<file path="config.mk">
export PLATFORM = sky130hd
export DESIGN_NAME = core_ctrl
export DESIGN_NICKNAME = d
export VERILOG_FILES = /design/src/rtl/core_ctrl.sv
export SDC_FILE = /design/constraint.sdc
export NUM_CORES = 1
export LEC_CHECK = 0
export CAP_MARGIN = 25
export CORE_AREA = 5 5 42 44
export CTS_BUF_LIST = sky130_fd_sc_hd__clkbuf_2
export CTS_CLUSTER_SIZE = 10
export DETAILED_ROUTE_END_ITERATION = 8
export DIE_AREA = 0 0 47 49
export PLACE_DENSITY = 0.94
export SYNTH_ARGS = -nofsm -noshare
export SYNTH_HDL_FRONTEND = slang
export SYNTH_SLANG_ARGS = --single-unit
</file>
<file path="constraint.sdc">
create_clock -name clk -period 2.4 [get_ports clk]
set_input_delay 0.48 -clock clk [delete_from_list [all_inputs] [get_ports clk]]
set_output_delay 0.48 -clock clk [all_outputs]
set_load 0.02 [all_outputs]
</file>
<file path="src/rtl/core_ctrl.sv">
// core_ctrl: main decode/control unit of the rysy RV32I core.
// Turns opcode/func3/func7 and the comparator flag into datapath selects and
// enables. Loads take two cycles on the shared memory port, tracked by a
// single load_phase flop; every output is combinational from the inputs and
// that flop.
// Optional feature: define CTRL_ILLEGAL_NOP_EN to make unknown opcodes inject
// a NOP into the instruction stream.
module core_ctrl (
  input  logic       clk,
  input  logic       rst,
  input  logic [4:0] opcode,
  input  logic [2:0] func3,
  input  logic [6:0] func7,
  input  logic       b,
  output logic [2:0] imm_type,
  output logic [1:0] inst_sel,
  output logic       reg_wr,
  output logic [3:0] alu_op,
  output logic [2:0] cmp_op,
  output logic [1:0] pc_sel,
  output logic       mem_sel,
  output logic [1:0] rd_sel,
  output logic       alu1_sel,
  output logic       alu2_sel,
  output logic [2:0] sel_type,
  output logic       we
);

  localparam logic [4:0] OPC_LOAD   = 5'b00000;
  localparam logic [4:0] OPC_OP_IMM = 5'b00100;
  localparam logic [4:0] OPC_AUIPC  = 5'b00101;
  localparam logic [4:0] OPC_STORE  = 5'b01000;
  localparam logic [4:0] OPC_OP     = 5'b01100;
  localparam logic [4:0] OPC_LUI    = 5'b01101;
  localparam logic [4:0] OPC_BRANCH = 5'b11000;
  localparam logic [4:0] OPC_JALR   = 5'b11001;
  localparam logic [4:0] OPC_JAL    = 5'b11011;

  localparam logic [2:0] IMM_NONE = 3'b000;
  localparam logic [2:0] IMM_U    = 3'b001;
  localparam logic [2:0] IMM_J    = 3'b010;
  localparam logic [2:0] IMM_S    = 3'b011;
  localparam logic [2:0] IMM_I    = 3'b100;
  localparam logic [2:0] IMM_B    = 3'b101;

  localparam logic [3:0] ALU_ADD  = 4'b0000;
  localparam logic [3:0] ALU_SUB  = 4'b0001;
  localparam logic [3:0] ALU_XOR  = 4'b0010;
  localparam logic [3:0] ALU_OR   = 4'b0011;
  localparam logic [3:0] ALU_AND  = 4'b0100;
  localparam logic [3:0] ALU_SLL  = 4'b0101;
  localparam logic [3:0] ALU_SRL  = 4'b0110;
  localparam logic [3:0] ALU_SRA  = 4'b0111;
  localparam logic [3:0] ALU_SLT  = 4'b1000;
  localparam logic [3:0] ALU_SLTU = 4'b1001;

  // Address phase drives the data address; data phase writes rd back.
  typedef enum logic {
    PHASE_ADDR = 1'b0,
    PHASE_DATA = 1'b1
  } load_phase_t;

  load_phase_t load_phase;
  load_phase_t load_phase_next;
  logic [3:0]  alu_func;

  // Load phase register, cleared synchronously by reset.
  always_ff @(posedge clk) begin
    if (rst) begin
      load_phase <= PHASE_ADDR;
    end else begin
      load_phase <= load_phase_next;
    end
  end

  // Load phase alternates while a LOAD is presented, otherwise drops to address phase.
  always_comb begin
    load_phase_next = PHASE_ADDR;
    if (opcode == OPC_LOAD) begin
      load_phase_next = (load_phase == PHASE_ADDR) ? PHASE_DATA : PHASE_ADDR;
    end
  end

  // ALU function for register/immediate arithmetic; SUB exists only for register OP.
  always_comb begin
    alu_func = ALU_ADD;
    case (func3)
      3'b000: alu_func = (opcode == OPC_OP && func7[5]) ? ALU_SUB : ALU_ADD;
      3'b001: alu_func = ALU_SLL;
      3'b010: alu_func = ALU_SLT;
      3'b011: alu_func = ALU_SLTU;
      3'b100: alu_func = ALU_XOR;
      3'b101: alu_func = func7[5] ? ALU_SRA : ALU_SRL;
      3'b110: alu_func = ALU_OR;
      3'b111: alu_func = ALU_AND;
      default: alu_func = ALU_ADD;
    endcase
  end

  // Output decode from the opcode, the comparator flag and the load phase.
  always_comb begin
    imm_type = IMM_NONE;
    inst_sel = 2'b00;
    reg_wr   = 1'b0;
    alu_op   = ALU_ADD;
    cmp_op   = 3'b000;
    pc_sel   = 2'b01;
    mem_sel  = 1'b0;
    rd_sel   = 2'b10;
    alu1_sel = 1'b0;
    alu2_sel = 1'b1;
    sel_type = 3'b010;
    we       = 1'b0;
    case (opcode)
      OPC_LOAD: begin
        imm_type = IMM_I;
        rd_sel   = 2'b11;
        sel_type = func3;
        if (load_phase == PHASE_ADDR) begin
          mem_sel  = 1'b1;
          pc_sel   = 2'b10;
          inst_sel = 2'b10;
        end else begin
          reg_wr = 1'b1;
        end
      end
      OPC_OP_IMM: begin
        imm_type = IMM_I;
        reg_wr   = 1'b1;
        alu_op   = alu_func;
      end
      OPC_AUIPC: begin
        imm_type = IMM_U;
        reg_wr   = 1'b1;
        alu1_sel = 1'b1;
      end
      OPC_STORE: begin
        imm_type = IMM_S;
        we       = 1'b1;
        mem_sel  = 1'b1;
        sel_type = func3;
        inst_sel = 2'b01;
      end
      OPC_OP: begin
        reg_wr   = 1'b1;
        alu2_sel = 1'b0;
        alu_op   = alu_func;
      end
      OPC_LUI: begin
        imm_type = IMM_U;
        reg_wr   = 1'b1;
        rd_sel   = 2'b00;
      end
      OPC_BRANCH: begin
        imm_type = IMM_B;
        alu1_sel = 1'b1;
        cmp_op   = func3;
        if (b) begin
          pc_sel   = 2'b00;
          inst_sel = 2'b01;
        end
      end
      OPC_JALR: begin
        imm_type = IMM_I;
        reg_wr   = 1'b1;
        rd_sel   = 2'b01;
        pc_sel   = 2'b00;
        inst_sel = 2'b01;
      end
      OPC_JAL: begin
        imm_type = IMM_J;
        reg_wr   = 1'b1;
        rd_sel   = 2'b01;
        alu1_sel = 1'b1;
        pc_sel   = 2'b00;
        inst_sel = 2'b01;
      end
      default: begin
`ifdef CTRL_ILLEGAL_NOP_EN
        inst_sel = 2'b01;
`else
        inst_sel = 2'b00;
`endif
      end
    endcase
  end

endmodule

</file>
# Word level (Yosys, flattened, before mapping)
# Cells that the tools add are included.
[word_totals]
reg_bits = 1
inputBits = 18
output_inout_bits = 24
word_cells = 50
[classes]
n_eq_ne = 15
n_mux = 21
n_bitwise = 1
n_reduce_logical = 12
[ops]
columns = ["cell", "count"]
rows = [
  ["case mux 4 bit (8 select lines)", 1],
  ["case mux 2 bit (3 select lines)", 3],
  ["equality test 5 x 4 -> 1 bit (second input constant)", 3],
  ["equality test 5 bit (second input constant)", 3],
  ["case mux 3 bit (5 select lines)", 1],
  ["equality test 3 bit (second input constant)", 4],
  ["equality test 5 x 3 -> 1 bit (second input constant)", 2],
  ["OR reduction 2 bit", 5],
  ["2-to-1 mux 1 bit", 9],
  ["OR reduction 3 bit", 3],
  ["equality test 3 x 2 -> 1 bit (second input constant)", 2],
  ["2-to-1 mux 3 bit", 2],
  ["OR reduction 6 bit", 1],
  ["zero test 5 bit", 1],
  ["2-to-1 mux 2 bit", 2],
  ["2-to-1 mux 4 bit", 1],
  ["case mux 1 bit (2 select lines)", 2],
  ["equality test 3 x 1 -> 1 bit (second input constant)", 1],
  ["zero test 3 bit", 1],
  ["logical AND 1 bit", 1],
  ["NOT 1 bit", 1],
]

# Depth between registers and ports, before layout
# Gate-level depths: netlist of run 1.
[logic_depth]
depth_word = 5
ltp_mapped = 4
ltp_nobuf = 3

# Least setup slack after synthesis of run 1
# No wires, ideal clock.
[synth_path]
path_type = "input to output"
start = "input opcode[4]"
end = "output mem_sel"
arrival_time_ps = 1561
required_time_ps = 1920
slack_ps = 359
stages = 3
cell_sequence = "or3_4 -> or4_4 -> o21ai_0"
[synth_between]
elab_chain_len = 2
elab_cells_between_ends = 3
classes_between = "1 x eq/ne; 1 x mux; 1 x reduce/logical"
[synth_rtl]
columns = ["item", "line_no", "source"]
rows = [
  ["start: declaration", "11", "input logic [4:0] opcode,"],
  ["equality test 5 x 4 -> 1 bit or zero test 5 bit (tied branches)", "114", "case (opcode)"],
  ["case mux 1 bit (2 select lines) *", "114", ""],
  ["end: declaration", "21", "output logic mem_sel,"],
]
# Mark *: on every way between the ends. The rest lies on a longest branch, timed or not.

# Worst setup path after layout of run 1
[layout_path]
start = "input opcode[4]"
end = "output inst_sel[1]"
[layout_between]
elab_chain_len = 3
elab_cells_between_ends = 7
classes_between = "4 x eq/ne; 1 x mux; 2 x reduce/logical"
[layout_rtl]
columns = ["item", "line_no", "source"]
rows = [
  ["equality test 5 x 4 -> 1 bit or equality test 5 bit (tied branches)", "114", ""],
  ["OR reduction 3 bit (no source line)", "--", ""],
  ["case mux 2 bit (3 select lines) *", "114", ""],
  ["end: declaration", "16", "output logic [1:0] inst_sel,"],
]
# Marked as above.

==> impl_metrics.py, run 1 <==
metrics = {
    "layout": {
        "layout_top_registers": "load_phase x1",
        "final_cell_area_um2": 812.0,
        "area.growth.synth_to_final_pct": 120.0,
        "layout.core_utilization": 0.5795,
        "flip_flop_count_of_the_largest_register_all_copies_and_words_added": 1,
        "footprint_of_the_multi_input_gates_um2": 329.1,
        "layout.nets": 127,
        "fill_cells": 157,
        "area.sequential_um2": 20.02,
        "finalNonFillerCells": 123,
        "layout-drive-gt1-share": 0.2897,
        "regMostFlops": "load_phase",
        "antennaDiodeCount": 0,
    },
    "timing": {
        "finalWorstSetupSlack_ps": 95.39,
        "finalCritPeriodShare": 0.9603,
        "finalHoldViolations": 0,
        "final-max-slew-violation-count": 0,
        "fin_skew_ps": 0,
        "highest_achievable_clock_rate_mhz": 433.9,
        "grt_setup_unrepaired": "no",
        "minimum_period_implied_by_the_final_worst_setup_slack_ps": 2305,
        "timing.slew.headroom": 0.8468,
        "final-setup-viol-count": 0,
        "max_slew.worst_pin.slew_ps": 227.7,
    },
    "synthesis": {
        "portion_of_the_post_synthesis_area_used_by_sequential_elements": 0.05424,
        "mappedNetlistArea_um2": 369.1,
        "ys_warn_count": 0,
        "netlist.top_cell.by_area": "and2_1",
        "synthesis.instances": 61,
        "ys_async_sr_fraction": 0,
        "synth_edf_count": 0,
        "post-synth-top-area-fraction": 0.08475,
        "syn-mean-instance-area_um2": 6.051,
        "synth_flop_cell": "dfxtp_1",
        "synth_seq_cells": 1,
        "synthesis.nets": 79,
        "synth.lib_cells_used.distinct": 23,
        "yosys-top-cells-count": "a21oi_1, nor2_1, and2_1, nand2b_1",
        "netlist_top_cells_area": "and2_1, nand2b_1, a21oi_1",
    },
    "grt": {
        "congestion_overflow_gr": 0,
        "global_route_wire_length_before_repair_um": 2415,
        "first_global_vias": 573,
        "maximum_number_of_pins_on_one_net_before_global_route_repair": 15,
        "grt_antenna_before_repair": 0,
        "gr-usage-all-layers": 0.1298,
    },
    "setup_path": {
        "reg2reg_depth": 2,
        "top_delay_family_on_crit_path": "simple AND/OR/NAND/NOR gates",
        "critical_path.reg2reg.endpoint": "load_phase",
        "worst_reg2reg_path_startpoint": "load_phase",
        "worst-path-buf-inv": 5,
        "sort_of_element_at_the_end_of_the_critical_path": "output pin",
        "cp_max_fo": 4,
        "setup.worst_path.class": "input port to output pin",
        "r2r_setup_slack_ps": 1430,
        "worst_path_most_repeated_cell": "buf_6",
        "timing.critical_path.cells": "clkdlybuf4s15_1 -> or3_4 -> or4_4 -> buf_6 -> buf_6 -> inv_2 -> buf_6",
        "largest_stage_delay_on_the_critical_path_ps": 450,
        "critical_path_required_ps": 1920,
        "setup.worst_path.start_class": "input port",
        "critical_path.slowest_cell": "or4_4",
        "cp_data_arrival_time_ps": 1820,
    },
    "place": {
        "placement.io_buffers": 35,
        "dp_hpwl_um": 1207,
        "place_ws_ps": -605.8,
        "dpl-instance-area_um2": 822.0,
        "finalWeightedCongestion": 0.8498,
        "post-place-cells": 121,
    },
    "cts": {
        "clk_pin_slew_worst_paths_ps": 0,
        "worst_skew_pair.late_latency_ps": 0,
        "hold_fix_buffer_count_after_cts": 0,
    },
    "floorplanning": {
        "die_y_um": 49,
        "fp.dieW_um": 47,
        "coreArea_um2": 1401,
        "design.die.area_um2": 2303,
        "io_pins": 42,
        "initial_core_util": 0.2634,
        "placementRows": 14,
    },
    "status": {
        "outcome": "finished, final reports clean",
    },
    "detailed_routing": {
        "detail_route.drc_violations": 0,
        "ant_nets": 0,
        "wl_um": 1478,
        "dr.first_iter.drc_count": 14,
        "drt-pass1-iter-count": 4,
        "post_drt_via_cell_ratio": 4.919,
        "avgRoutedWirePerCell_um": 12.02,
        "num_vias": 605,
    },
    "power": {
        "cell_internal_pwr_uw": 69.15,
        "power.ir.vdd_worst_v": 0.0001282,
        "power_density_nw_per_um2": 149.0,
        "total_leakage_power_nw": 0.4115,
        "power.switching_fraction": 0.4285,
        "combinationalPowerShare": 0.858,
        "p_sw_uw": 51.86,
        "total_power_consumption_uw": 121.0,
        "p_clk_frac": 0,
        "seqPwrFrac": 0.142,
    },
    "worst_hold_path": {
        "hold_path.startpoint": "load_phase",
        "whs_endpoint": "load_phase",
        "hold_class": "register to register",
        "hold_path_depth": 2,
    },
    "job": {
        "timing.max_cap.violations": 0,
    },
}
[tightest hold or removal path, cell delays in order (launching register included)]
cell and delay (ps):
dfxtp_1 310, or4_4 150, nor2_1 40
[power by group through the flow]
stage / combinational [mW] / clock (mW) / sequential, mW
after floorplan: 0.0480 / 0 / 0.0172
after global placement: 0.110 / 0 / 0.0172
after detailed placement: 0.112 / 0 / 0.0172
after CTS: 0.104 / 0 / 0.0172
after global routing: 0.113 / 0 / 0.0173
final: 0.104 / 0 / 0.0172
[final cells by class]
class | instances | share of cell area
tap | 16 | 0.02465
timing repair buffer | 50 | 0.5270
multi-input combinational | 52 | 0.4052
inverter | 4 | 0.01849
sequential | 1 | 0.02465
[per-stage QoR]
stage | hold WS (ps) | TNS [ps]
6_report | 554.5 | 0
5_1_grt | 608.6 | 0
4_1_cts | 563.2 | 0
3_5_place_dp | 569.5 | -8152
3_3_place_gp | 535.6 | -7406
2_1_floorplan | 515.1 | 0
[timing repair]
item,in CTS,in global routing
pin swaps,2,1
gates resized for setup,65,0
cloned,0,0
setup endpoints to repair,24,1
setup buffers,2,0
[cell usage in the layout (no fill, tap or decap)]
cell              n
dlygate4sd2_1    17
buf_4            13
nor2_1            6
a21oi_1           6
clkdlybuf4s50_1   6
nand2b_1          5
and2_1            5
buf_2             5
nand2_1           4
inv_1             3
o21ai_0           3
clkdlybuf4s15_2   3
buf_6             3
nand3b_1          2
or3_1             2
o21a_1            2
nor3_2            2
nand3_1           2
o32ai_1           2
and3_1            2
nor2b_1           2
mux2_2            2
clkdlybuf4s15_1   2
or3_4             1
a211o_1           1
or4_4             1
inv_2             1
nor4_1            1
xor2_1            1
dfxtp_1           1
dlygate4sd1_1     1
[worst max path at each step]
stage               startpoint           to  slack (ps)  cells after the start
finish               opcode[4]  inst_sel[1]         100                      7
global placement     opcode[4]      mem_sel        -530                      5
CTS                  opcode[4]  inst_sel[1]          20                      7
global route         opcode[4]  inst_sel[1]          50                      7
floorplan            opcode[4]      mem_sel         360                      3
detailed placement   opcode[4]      mem_sel        -610                      5
[per-layer routing]
metal  GRT usage  vias to the layer above  routed length [um]
li1            -                      307                   -
met1      0.1478                      270                 539
met2      0.2443                       28                 768
met3     0.03321                        0                 170
met4           0                        0                   0
met5           0                        -                   0
[kinds of logic after synthesis]
family,after synthesis,share of synthesized area
XOR/XNOR,1,0.02373
flip-flops,1,0.05424
multiplexers,2,0.06101
buffers and inverters,8,0.08133
AO/OA/AOI/OAI,14,0.2339
AND/OR/NAND/NOR,35,0.5457
Power figures use the tool's default switching activity.
==> run 2: changes to the inputs <==
--- a/config.mk
+++ b/config.mk
@@ -6,12 +6,12 @@
 export NUM_CORES = 1
 export LEC_CHECK = 0
 export CAP_MARGIN = 25
-export CORE_AREA = 5 5 42 44
+export CORE_MARGIN = 5
+export CORE_UTILIZATION = 27
 export CTS_BUF_LIST = sky130_fd_sc_hd__clkbuf_2
 export CTS_CLUSTER_SIZE = 10
 export DETAILED_ROUTE_END_ITERATION = 8
-export DIE_AREA = 0 0 47 49
-export PLACE_DENSITY = 0.94
+export PLACE_DENSITY = 0.92
 export SYNTH_ARGS = -nofsm -noshare
 export SYNTH_HDL_FRONTEND = slang
 export SYNTH_SLANG_ARGS = --single-unit
==> constraint.sdc (replaced) <==
create_clock -name clk -period 2.14 [get_ports clk]
set_input_delay 0.428 -clock clk [delete_from_list [all_inputs] [get_ports clk]]
set_output_delay 0.428 -clock clk [all_outputs]
set_load 0.02 [all_outputs]
==> run 2 against run 1 <==
Net effect: sequential cell count stayed put; critical path depth is 2 lower; wire length up 8.1%; via count rose by 2.1%; cell area fell by 0.46%; combinational power rose by 16%; first-iteration DRC count down 36%; power grew 16%; sequential power rose by 13%; worst setup slack got worse by 50 ps; register-to-register slack lost 310 ps; critical endpoint is now alu_op[2].
==> impl_metrics.py, run 2 (same netlist as run 1, synthesis figures left out) <==
metrics = {
    "layout": {
        "area.growth.synth_to_final_pct": 119.0,
        "flip_flop_count_of_the_largest_register_all_copies_and_words_added": 1,
        "footprint_of_the_multi_input_gates_um2": 337.8,
        "fill_cells": 130,
        "final_cell_area_um2": 808.3,
        "area.sequential_um2": 20.02,
        "regMostFlops": "load_phase",
        "layout_top_registers": "load_phase x1",
        "layout-drive-gt1-share": 0.3774,
        "final_common_cell": "buf_4",
        "most-common-layout-cells": "buf_4, dlygate4sd2_1, nor2_1, a21oi_1, clkdlybuf4s50_1",
        "layout.nets": 126,
        "antennaDiodeCount": 0,
    },
    "floorplanning": {
        "coreArea_um2": 1301,
        "initial_core_util": 0.2837,
        "placementRows": 13,
        "io_pins": 42,
        "fp.dieW_um": 46.98,
        "die_y_um": 46.98,
        "design.die.area_um2": 2207,
    },
    "setup_path": {
        "cp_data_arrival_time_ps": 1670,
        "largest_stage_delay_on_the_critical_path_ps": 460,
        "cp_max_fo": 4,
        "r2r_setup_slack_ps": 1120,
        "setup.worst_path.class": "input port to output pin",
        "timing.critical_path.cells": "clkdlybuf4s50_1 -> buf_4 -> nand2b_1 -> and3_1 -> clkdlybuf4s15_1",
        "sort_of_element_at_the_end_of_the_critical_path": "output pin",
        "setup.worst_path.start_class": "input port",
        "critical_path.slowest_cell": "clkdlybuf4s50_1",
        "critical_path_required_ps": 1710,
    },
    "status": {
        "outcome": "finished, final reports clean",
    },
    "timing": {
        "highest_achievable_clock_rate_mhz": 477.5,
        "grt_setup_unrepaired": "no",
        "final-max-slew-violation-count": 0,
        "minimum_period_implied_by_the_final_worst_setup_slack_ps": 2094,
        "max_slew.worst_pin.slew_ps": 232.4,
        "fin_skew_ps": 0,
        "hold-worst-slack_ps": 593.6,
        "finalCritPeriodShare": 0.9787,
        "timing.slew.headroom": 0.8438,
        "finalHoldViolations": 0,
        "final-setup-viol-count": 0,
    },
    "detailed_routing": {
        "num_vias": 618,
        "ant_nets": 0,
        "wl_um": 1598,
        "detail_route.drc_violations": 0,
        "avgRoutedWirePerCell_um": 13.21,
        "drt-pass1-iter-count": 4,
        "dr.first_iter.drc_count": 9,
        "post_drt_via_cell_ratio": 5.107,
    },
    "grt": {
        "global_route_wire_length_before_repair_um": 2642,
        "congestion_overflow_gr": 0,
        "gr-usage-all-layers": 0.1583,
        "maximum_number_of_pins_on_one_net_before_global_route_repair": 15,
        "first_global_vias": 645,
        "grt_antenna_before_repair": 0,
    },
    "place": {
        "dp_hpwl_um": 1272,
        "finalWeightedCongestion": 0.8731,
        "placement.io_buffers": 35,
        "dpl-instance-area_um2": 828.3,
    },
    "cts": {
        "worst_skew_pair.late_latency_ps": 0,
        "cts_setup_buffers": 0,
        "clk_pin_slew_worst_paths_ps": 0,
    },
    "job": {
        "timing.max_cap.violations": 0,
    },
    "power": {
        "power_density_nw_per_um2": 173.7,
        "power.ir.vdd_worst_v": 0.0001107,
        "total_leakage_power_nw": 0.3859,
    },
    "worst_hold_path": {
        "hold_class": "register to register",
    },
}
==> run 2: cell types whose count changed in the layout (fill, tap and decap cells not counted), sizes merged <==
cell,previous run,this run
clkdlybuf4s15,5,7
dlygate4sd2,17,9
clkbuf,0,2
buf,21,24
==> run 2: final timing paths <==
| check | start | end | depth (start not counted) |
|---|---|---|---|
| max | func3[2] | alu_op[2] | 5 |
| min | load_phase | load_phase | 2 |
| max reg2reg | load_phase | load_phase | 2 |
| min reg2reg | load_phase | load_phase | 2 |
==> run 2: final cells by class <==
class | instances | area share
multi-input combinational | 52 | 0.4180
timing repair buffer | 49 | 0.5155
inverter | 4 | 0.01858
tap | 15 | 0.02322
sequential | 1 | 0.02477
==> run 2: where the power goes <==
part           total [mW]  switching (mW)  internal, mW
Clock                   0               0             0
Combinational       0.121          0.0610        0.0600
Sequential         0.0194        0.000134        0.0192
==> run 2: worst max-delay path: cells and delay by family <==
kind / cells / cell delay (ps)
buffers and inverters: 3 / 910
AND/OR/NAND/NOR: 2 / 330
==> run 2: routing by layer <==
metal	wire length, um	vias up	GRT usage	part of all wire
li1	-	308	-	-
met1	591	274	0.1599	0.37
met2	792	34	0.3171	0.50
met3	194	2	0.04215	0.12
met4	19	0	0.03315	0.012
met5	0	-	0	0
==> run 2: through the flow <==
step	power [mW]	TNS, ps	cells	setup WS (ps)	utilization
after global routing	0.1509	0	121	6.847	0.6212
after CTS	0.1395	0	121	7.448	0.6202
final	0.1404	0	121	45.62	0.6212
after detailed placement	0.1461	-12120	121	-708.4	0.6365
after floorplan	0.07317	0	61	202.6	-
after global placement	0.1433	-11390	121	-682.0	0.6365
==> run 2: timing repair <==
item | CTS | global route
pin swaps | 3 | 1
gates cloned | 0 | 0
hold buffers | 0 | 0
gates resized for setup | 87 | 6
endpoints found under the setup margin | 24 | 8
